$ cat config.mk
export PLATFORM = sky130hd
export DESIGN_NAME = fp_writeback_queue
export DESIGN_NICKNAME = d
export VERILOG_FILES = /design/src/rtl/fp_writeback_queue.sv
export SDC_FILE = /design/constraint.sdc
export NUM_CORES = 1
export LEC_CHECK = 0
export ABC_AREA = 1
export ABC_CLOCK_PERIOD_IN_PS = 3500
export CAP_MARGIN = 0
export CORE_MARGIN = 5
export CORE_UTILIZATION = 54
export CTS_BUF_LIST = sky130_fd_sc_hd__clkbuf_16
export CTS_CLUSTER_DIAMETER = 120
export DETAILED_ROUTE_END_ITERATION = 7
export PLACE_DENSITY = 0.81
export RECOVER_POWER = 100
export SYNTH_ARGS = -nofsm -noshare
export SYNTH_HDL_FRONTEND = slang
export SYNTH_SLANG_ARGS = --single-unit
$ cat constraint.sdc
create_clock -name in_Clk -period 3.5 [get_ports in_Clk]
set_input_delay 0.7 -clock in_Clk [delete_from_list [all_inputs] [get_ports in_Clk]]
set_output_delay 0.7 -clock in_Clk [all_outputs]
set_load 0.02 [all_outputs]
$ cat src/rtl/fp_writeback_queue.sv
`default_nettype none
// fp_writeback_queue: merges single-cycle FP ALU results with queued multi-cycle results onto one
// register-file write port; the pending scoreboard is built only when FP_WB_SCOREBOARD_EN is defined.
module fp_writeback_queue #(
  parameter int DATA_WIDTH = 32,
  parameter int ADDR_WIDTH = 5,
  parameter int FIFO_DEPTH = 4
) (
  input  logic                  in_Clk,
  input  logic                  in_Rst_N,
  input  logic                  in_fast_Valid,
  input  logic [ADDR_WIDTH-1:0] in_fast_Addr,
  input  logic [DATA_WIDTH-1:0] in_fast_Data,
  input  logic                  in_slow_Valid,
  input  logic [ADDR_WIDTH-1:0] in_slow_Addr,
  input  logic [DATA_WIDTH-1:0] in_slow_Data,
  output logic                  out_slow_Ready,
  input  logic                  in_issue_En,
  input  logic [ADDR_WIDTH-1:0] in_issue_Addr,
  output logic                  out_issue_Stall,
  input  logic [ADDR_WIDTH-1:0] in_check_A,
  input  logic [ADDR_WIDTH-1:0] in_check_B,
  output logic                  out_busy_A,
  output logic                  out_busy_B,
  output logic                  out_wr_En,
  output logic [ADDR_WIDTH-1:0] out_wr_Addr,
  output logic [DATA_WIDTH-1:0] out_wr_Data
);

  localparam int PTR_W = (FIFO_DEPTH > 1) ? $clog2(FIFO_DEPTH) : 1;
  localparam int CNT_W = PTR_W + 1;
  localparam logic [CNT_W-1:0] CNT_FULL = CNT_W'(FIFO_DEPTH);
  localparam logic [CNT_W-1:0] CNT_ONE  = CNT_W'(1);
  localparam logic [PTR_W-1:0] PTR_ONE  = PTR_W'(1);

  logic [ADDR_WIDTH-1:0] q_addr [FIFO_DEPTH];
  logic [DATA_WIDTH-1:0] q_data [FIFO_DEPTH];
  logic [PTR_W-1:0]      wr_ptr;
  logic [PTR_W-1:0]      rd_ptr;
  logic [CNT_W-1:0]      count;
  logic                  full;
  logic                  empty;
  logic                  enq;
  logic                  deq;
  logic                  wr_src_slow;

  logic                  sel_en;
  logic                  sel_slow;
  logic [ADDR_WIDTH-1:0] sel_addr;
  logic [DATA_WIDTH-1:0] sel_data;

  assign full           = (count == CNT_FULL);
  assign empty          = (count == '0);
  assign out_slow_Ready = !full;
  assign enq            = in_slow_Valid && !full;
  // Fast results own the port; the head only drains in cycles without one.
  assign deq            = !in_fast_Valid && !empty;

  always_ff @(posedge in_Clk) begin
    if (enq) begin
      q_addr[wr_ptr] <= in_slow_Addr;
      q_data[wr_ptr] <= in_slow_Data;
    end
  end

  always_ff @(posedge in_Clk or negedge in_Rst_N) begin
    if (!in_Rst_N) begin
      wr_ptr <= '0;
      rd_ptr <= '0;
      count  <= '0;
    end else begin
      if (enq) wr_ptr <= wr_ptr + PTR_ONE;
      if (deq) rd_ptr <= rd_ptr + PTR_ONE;
      if (enq && !deq)      count <= count + CNT_ONE;
      else if (!enq && deq) count <= count - CNT_ONE;
    end
  end

  always_comb begin
    sel_en   = 1'b0;
    sel_slow = 1'b0;
    sel_addr = in_fast_Addr;
    sel_data = in_fast_Data;
    if (in_fast_Valid) begin
      sel_en = 1'b1;
    end else if (!empty) begin
      sel_en   = 1'b1;
      sel_slow = 1'b1;
      sel_addr = q_addr[rd_ptr];
      sel_data = q_data[rd_ptr];
    end
  end

  always_ff @(posedge in_Clk or negedge in_Rst_N) begin
    if (!in_Rst_N) begin
      out_wr_En   <= 1'b0;
      out_wr_Addr <= '0;
      out_wr_Data <= '0;
      wr_src_slow <= 1'b0;
    end else begin
      out_wr_En <= sel_en;
      if (sel_en) begin
        out_wr_Addr <= sel_addr;
        out_wr_Data <= sel_data;
        wr_src_slow <= sel_slow;
      end
    end
  end

`ifdef FP_WB_SCOREBOARD_EN
  localparam int NUM_REGS = 1 << ADDR_WIDTH;

  logic [NUM_REGS-1:0] pending;
  logic                issue_set;

  assign out_issue_Stall = in_issue_En && pending[in_issue_Addr];
  assign issue_set       = in_issue_En && !pending[in_issue_Addr];
  assign out_busy_A      = pending[in_check_A];
  assign out_busy_B      = pending[in_check_B];

  // Set is applied after clear so a same-edge re-issue keeps the bit.
  always_ff @(posedge in_Clk or negedge in_Rst_N) begin
    if (!in_Rst_N) begin
      pending <= '0;
    end else begin
      if (out_wr_En && wr_src_slow) pending[out_wr_Addr] <= 1'b0;
      if (issue_set)                pending[in_issue_Addr] <= 1'b1;
    end
  end
`else
  logic unused_sb;

  assign out_issue_Stall = 1'b0;
  assign out_busy_A      = 1'b0;
  assign out_busy_B      = 1'b0;
  assign unused_sb       = ^{in_issue_En, in_issue_Addr, in_check_A, in_check_B, wr_src_slow};
`endif

endmodule

`default_nettype wire
== Word-level counts from Yosys, hierarchy flattened ==
Memory sizes are Yosys's and may differ from the RTL's.
Cells that the tools add are included.
W data, S select, Z words.

* Output and inout bits: 42
* Bits in writable memories: 148
* Register bits after elaboration: 45
* Word-level logic and storage cells: 34
* Bits in latches: 0
* ROM bits: 0
* Memories kept: 2
* Input port bits: 94

{| class="wikitable"
|+ Memories
! name !! words !! width !! read ports !! clocked after memory_dff !! wr ports !! RTL line !! text
|-
| q_data || 4 || 32 || 1 || 0 || 1 || 37 || <nowiki>logic [DATA_WIDTH-1:0] q_data [FIFO_DEPTH];</nowiki>
|-
| q_addr || 4 || 5 || 1 || 0 || 1 || 36 || <nowiki>logic [ADDR_WIDTH-1:0] q_addr [FIFO_DEPTH];</nowiki>
|}

* Shift-type cells: 0
* Eq/ne operators: 1
* Mux-type cells: 10
* Divide/modulo/power cells: 0
* Add/subtract/negate cells: 4
* $lt $le $gt $ge: 0
* Reduce and logical (&&, ||, !) cells: 11
* $mul: 0
* Bitwise operators: 0

{| class="wikitable"
|+ Operator list
! cell !! count
|-
| $mux W32 || 2
|-
| $mux W5 || 2
|-
| $mux W3 || 2
|-
| $logic_not A1 Y1 || 5
|-
| $add A2 B1 Y2 const B || 2
|-
| $logic_and A1 B1 Y1 || 4
|-
| $mux W1 || 4
|-
| $add A3 B1 Y3 const B || 1
|-
| $eq A3 B3 Y1 const B || 1
|-
| $logic_not A3 Y1 || 1
|-
| $sub A3 B1 Y3 const B || 1
|-
| $reduce_bool A2 Y1 || 1
|}

== Longest topological paths before layout ==
Gate-level depths: netlist of the first run.

* Word-level depth: 7
* Mapped depth: 10
* Mapped depth without buffers: 10

== Least setup slack after synthesis of the first run ==
OpenSTA, ideal clock, no wires.

* Path kind: register to register
* Start: reg count[0]
* End: mem q_addr[0][0], enable pin
* Data arrival time: 2.521 ns
* Slack: 0.548 ns
* Stages on the path, launching flop included: 6
* Required time: 3.069 ns
* Library setup time: 0.431 ns
* Path through: dfrtp_1 > nor2_2 > buf_4 > nand2_1 > nand2_2 > nor2_1

* Word-level cells in the longest chain between the ends: 5

{| class="wikitable"
|+ Ends and longest elaborated chain
! what !! RTL line !! text
|-
| start, declared || 40 || <nowiki>logic [CNT_W-1:0] count;</nowiki>
|-
| start signal, assigned || 74 || <nowiki>if (enq && !deq) count <= count + CNT_ONE;</nowiki>
|-
| start signal, assigned || 75 || <nowiki>else if (!enq && deq) count <= count - CNT_ONE;</nowiki>
|-
| $eq A3 B3 Y1 || 52 || <nowiki>assign full = (count == CNT_FULL);</nowiki>
|-
| $logic_not A1 Y1 || n/a ||
|-
| net out_slow_Ready || 17 || <nowiki>output logic out_slow_Ready,</nowiki>
|-
| $logic_and A1 B1 Y1 || 55 || <nowiki>assign enq = in_slow_Valid && !full;</nowiki>
|-
| $mux W1 || 60 || <nowiki>if (enq) begin</nowiki>
|-
| $mux W1 (implied by the code) || 61 || <nowiki>q_addr[wr_ptr] <= in_slow_Addr;</nowiki>
|-
| end, declared || 36 ||
|}

The timed path passes the listed nets, and every way through them passes these cells.

== Final worst setup path of the first run ==
* Start: reg count[0]
* End: out out_slow_Ready

* Word-level cells in the longest chain between the ends: 2

{| class="wikitable"
|+ Ends and longest elaborated chain
! what !! RTL line !! text
|-
| $eq A3 B3 Y1 || 52 ||
|-
| $logic_not A1 Y1 || 54 || <nowiki>assign out_slow_Ready = !full;</nowiki>
|-
| end, declared || 17 ||
|}

No other way between the ends.

==> results of run 1 <==
per-layer routing:
metal / track usage (%) / vias up / part of all wire, %
met5: 0 / - / 0.17
met4: 6.22 / 6 / 1.1
li1: - / 3038 / -
met3: 5.59 / 29 / 8.2
met2: 36.8 / 270 / 49
met1: 28.7 / 2930 / 41
path summary, 6_finish.rpt:
check,startpoint,end,slack (ns),cells after the start
min,in_Rst_N,out_wr_Data[0],0.53,1
max,count[0],out_slow_Ready,0.81,3
max in group asynchronous,in_Rst_N,out_wr_Data[20],1.59,2
min reg2reg,count[0],count[0],0.58,1
max reg2reg,count[0],out_wr_Data[4],0.88,6
min in group in_Clk,count[0],count[0],0.58,1
cell type report:
type,count,area [µm²]
fill,1175,5240
tap,216,270
antenna,1,2.50
timing repair buffer,130,1260
clock inverter,15,135
sequential,193,5570
inverter,199,747
multi-input combinational,479,2120
clock buffer,17,425
power by group:
group	leakage (nW)	total [W]	switching (W)	internal, W
clock network	0.264	0.00184	0.000856	0.000987
logic	2.77	0.00300	0.00204	0.000953
registers	1.89	0.00329	0.000204	0.00308
metrics by stage:
| stage | utilization, % | hold WS [ns] | instance area (µm²) | worst slack, ns |
|---|---|---|---|---|
| 2_1_floorplan | - | 0.404 | 8640 | 0.548 |
| 3_3_place_gp | 63.3 | 0.571 | 9990 | 0.946 |
| 3_5_place_dp | 63.3 | 0.579 | 9990 | 0.898 |
| 4_1_cts | 66.9 | 0.259 | 10600 | 0.880 |
| 5_1_grt | 66.8 | 0.626 | 10500 | 0.626 |
| 6_report | 66.8 | 0.529 | 10500 | 0.807 |
cells by family after synthesis:
group,Yosys count
compound gates,3
xor+xnor,5
fa+ha+maj,6
buf+inv,244
flops,193
other cells,1
simple gates,462
cells in the mapped netlist, types with 3 or more instances:
master	instances
inv_1	184
buf_1	3
nor2_1	4
nand4_1	37
nand3_1	76
xor2_1	3
clkinv_1	10
dfrtp_1	45
buf_4	10
nand2_1	342
ha_1	5
edfxtp_1	148
buf_2	24
clkbuf_1	8
inv_2	5
critical path, cell delays in order, from the launching register on:
cell and delay (ns):
dfrtp_1 0.45, nor2_4 0.32, nand2_1 0.12, dlygate4sd3_1 0.68
registers in the layout (all words and copies together), names as in the netlist:
signal / flops
rd_ptr: 2
count: 3
out_wr_Data: 32
q_addr: 20
q_data: 128
wr_ptr: 2
out_wr_Addr: 5
out_wr_En: 1
==> impl_metrics.tcl, run 1 <==
set metrics [dict create \
    outcome "finished, violations left" \
    violations "max-capacitance violations, max-slew violations" \
    synth_xor_area_share_pct 0.507 \
    stdcell_count 1250 \
    cts_resized 0 \
    mostFrequentLayoutCells "nand2_1, inv_1, edfxtp_1" \
    clock-sinks 193 \
    rsz0062_at_grt "no" \
    yosysTopAreaCell "edfxtp_1" \
    start_util_pct 54.7 \
    syn-cell-area_um2 8630 \
    antenna_found_initial 4 \
    die-area_um2 18600 \
    report.final.hold_viol_count 0 \
    drive_gt1_share_pct 5.32 \
    fmax_mhz 371 \
    numPortBuffers 116 \
    synth.distinct_cells 22 \
    power_density_nw_per_um2 772 \
    grt_pass1_wl_um 31300 \
    cts_tree "done" \
    clk_latency_ns 0.43 \
    grt_overflow 0 \
    vias 6273 \
    finalSetupTns_ns 0 \
    ant_nets 0 \
    max-cap-violations 2 \
    report.final.slew_viol_count 109 \
    cts_buffers 17 \
    final_common_cell "nand2_1" \
    synthFlopType "edfxtp_1" \
    synth_adder_area_share_pct 0.957 \
    root_buffer "clkbuf_16" \
    synth_compound_area_share_pct 0.203 \
    grt_pass1_vias 6274 \
    cp-end-kind "output port" \
    drt_first_pass_iters 6 \
    synth_top_family_by_area "simple AND/OR/NAND/NOR gates" \
    hpwl_um 11900 \
    row_count 46 \
    netlist_instances 914 \
    dp.cells 1217 \
    crit_required_ns 2.80 \
    p_leak_nw 4.92 \
    synth-seq-area-share_pct 64.5 \
    grt.total_usage_pct 22.0 \
    drc 0 \
    cts_buffer_depth 2 \
    tightestPinTransition_ns 1.67 \
    wl_um 19600 \
    fin_worst_skew_ns 0.00617 \
    finalCritPeriodShare_pct 76.9 \
    critPathKind "flip-flop to output port" \
    synth_edf_count 148 \
    hp-class "input pin to async pin" \
    yosys-mux-area-fraction_pct 0 \
    htree_levels 4 \
    ios 136 \
    power_w 0.00813 \
    vdd_drop_max_uv 654 \
    core_area_um2 15800 \
    netlist.area_leader.share_pct 51.5 \
    synth_area_leaders "edfxtp_1, nand2_1, dfrtp_1, inv_1, nand3_1" \
    hold_buffers 0 \
    arrival_ns 1.99 \
    cp_max_fo 10 \
    dr.first_iter.drc_count 554 \
    die_w_um 136 \
    ys_ff_latch 193 \
    die_h_um 136 \
    synthArstFlopShare_pct 23.3 \
    area_delta_synth_final_pct 22.0 \
    synth_simple_gate_area_share_pct 22.4 \
    detail_route.vias_per_cell 5.02 \
    gp_congestion 0.752 \
    grt_max_degree 76 \
    clkTransAtPathRegs_ns 0.07 \
    ys_warn_count 0 \
    relSlewSlack_pct -11.4 \
    syn_avg_cell_area_um2 9.44 \
    setup_viol 0 \
    fin_nets 1120 \
    wl_per_cell_um 15.7 \
    cp-start-kind "flip-flop" \
    cts_setup_buffers 0 \
    period_minus_slack_ns 2.69 \
]
Note: power is estimated with default switching activity, not from simulation.
==> inputs of run 2 (changes only) <==
--- a/config.mk
+++ b/config.mk
@@ -6,7 +6,7 @@
 export NUM_CORES = 1
 export LEC_CHECK = 0
 export ABC_AREA = 1
-export ABC_CLOCK_PERIOD_IN_PS = 3500
+export ABC_CLOCK_PERIOD_IN_PS = 2800
 export CAP_MARGIN = 0
 export CORE_MARGIN = 5
 export CORE_UTILIZATION = 54
==> constraint.sdc (replaced) <==
create_clock -name in_Clk -period 2.8 [get_ports in_Clk]
set_input_delay 0.56 -clock in_Clk [delete_from_list [all_inputs] [get_ports in_Clk]]
set_output_delay 0.56 -clock in_Clk [all_outputs]
set_load 0.02 [all_outputs]
==> run 2 against run 1 <==
  * The run still ends with max-capacitance violations, max-slew violations left
  * Register-to-register slack got worse by 0.51 ns
  * Non-clock buffer count down 2
  * Worst hold slack worse by 0.22 ns
  * Combinational power grew 23%
  * Cell area is 0.47% lower
  * Count of clock-buffer cells in the layout up 2
  * Flip-flop and latch count unchanged
  * Core utilization decreased by 0.32 points
  * Clock power is 20% higher
  * Critical path type unchanged
  * Largest power group unchanged
==> impl_metrics.tcl, run 2 (same netlist as run 1, synthesis figures left out) <==
set metrics [dict create \
    outcome "finished, violations left" \
    violations "max-capacitance violations, max-slew violations" \
    cp_max_fo 10 \
    cts_setup_buffers 0 \
    fin_nets 1118 \
    ant_nets 0 \
    critPathKind "flip-flop to output port" \
    gp_congestion 0.789 \
    die_w_um 136 \
    stdcell_count 1247 \
    tightestPinTransition_ns 1.62 \
    power_density_nw_per_um2 955 \
    drc 0 \
    final_common_cell "nand2_1" \
    antenna_found_initial 3 \
    hp-class "input pin to async pin" \
    vdd_drop_max_uv 557 \
    cp-start-kind "flip-flop" \
    cts_buffer_depth 2 \
    detail_route.vias_per_cell 4.94 \
    area_delta_synth_final_pct 21.4 \
    setup_viol 0 \
    drt_first_pass_iters 6 \
    clock-sinks 193 \
    wl_per_cell_um 15.1 \
    period_minus_slack_ns 2.54 \
    grt_overflow 0 \
    report.final.hold_viol_count 0 \
    drive_gt1_share_pct 4.66 \
    p_seq_share_pct 41.1 \
    hpwl_um 11500 \
    dp.cells 1215 \
    cts_buffers 17 \
    core_area_um2 15800 \
    htree_levels 4 \
    die_h_um 136 \
    numPortBuffers 116 \
    hold_buffers 0 \
    fin_worst_skew_ns 0.00726 \
    largest_register_ffs 128 \
    mostFrequentLayoutCells "nand2_1, inv_1, edfxtp_1" \
    clkTransAtPathRegs_ns 0.07 \
    grt.total_usage_pct 21.3 \
    ios 136 \
    p_int_w 0.00626 \
    vias 6156 \
    crit_required_ns 2.24 \
    relSlewSlack_pct -8.03 \
    antenna_cells 0 \
    grt_max_degree 76 \
    report.final.slew_viol_count 109 \
    cp-end-kind "output port" \
    whs_ns 0.305 \
    fmax_mhz 394 \
    clkPwrFrac_pct 22.1 \
    n_fill_cell 1252 \
    die-area_um2 18600 \
    clk_latency_ns 0.44 \
    net-switching-power_w 0.00375 \
    finalCritPeriodShare_pct 90.7 \
    sw_frac_of_total_pct 37.5 \
    dr.first_iter.drc_count 545 \
    grt_pass1_wl_um 30100 \
    start_util_pct 54.7 \
    rsz0062_at_grt "no" \
    cts_tree "done" \
    grt_pass1_vias 6070 \
    largest_register "q_data" \
    top_regs "q_data (128), out_wr_Data (32), q_addr (20)" \
    pwr-share-comb_pct 36.8 \
    arrival_ns 1.98 \
    max-cap-violations 2 \
    wl_um 18800 \
    root_buffer "clkbuf_16" \
    p_leak_nw 4.92 \
    row_count 46 \
    cts_resized 0 \
]
-- run 2: final cells by class --
class	instances	area, µm²	share of cell area (%)
clock buffer	19	475	4.54
clock inverter	13	67.6	0.645
inverter	199	747	7.13
multi-input combinational	479	2110	20.2
sequential	193	5570	53.2
tap	216	270	2.58
timing repair buffer	128	1230	11.8
-- run 2: final timing paths --
| path | end | depth (start not counted) | startpoint | slack [ns] |
|---|---|---|---|---|
| max | out_slow_Ready | 3 | count[0] | 0.26 |
| min reg2reg | count[0] | 1 | count[0] | 0.59 |
| max in group asynchronous | out_wr_Data[15] | 2 | in_Rst_N | 1.10 |
| max reg2reg | out_wr_Data[11] | 6 | count[0] | 0.37 |
| min | out_wr_Data[9] | 1 | in_Rst_N | 0.31 |
| min in group in_Clk | rd_ptr[1] | 4 | in_fast_Valid | 0.58 |
-- run 2: per-layer routing --
layer  global-route usage [%]  wire [µm]
met2                     35.4       9050
met4                     7.11        329
met5                        0         36
met1                     27.1       8030
met3                     5.74       1370
-- run 2: power by group through the flow --
stage	clock, W	sequential (W)	combinational [W]
final	0.00221	0.00411	0.00369
after global routing	0.00235	0.00418	0.00409
after CTS	0.00223	0.00411	0.00386
after detailed placement	0	0.00416	0.00382
after global placement	0	0.00413	0.00371
after floorplan	0	0.00444	0.00212
-- run 2: through the flow --
stage	util [%]	power, W	instance area, µm²	TNS (ns)	setup WS, ns
global placement	63.5	0.00785	10000	0	0.388
CTS	66.9	0.0102	10600	0	0.308
floorplan	-	0.00656	8640	-22.57	-0.152
finish	66.5	0.0100	10500	0	0.261
detailed placement	63.5	0.00797	10000	0	0.352
global route	66.5	0.0106	10500	0	0.124
-- run 2: critical path, cell delays in order (launching register included) --
cell and delay, ns:
dfrtp_1 0.45, nor2_4 0.30, nand2_1 0.12, dlygate4sd3_1 0.67
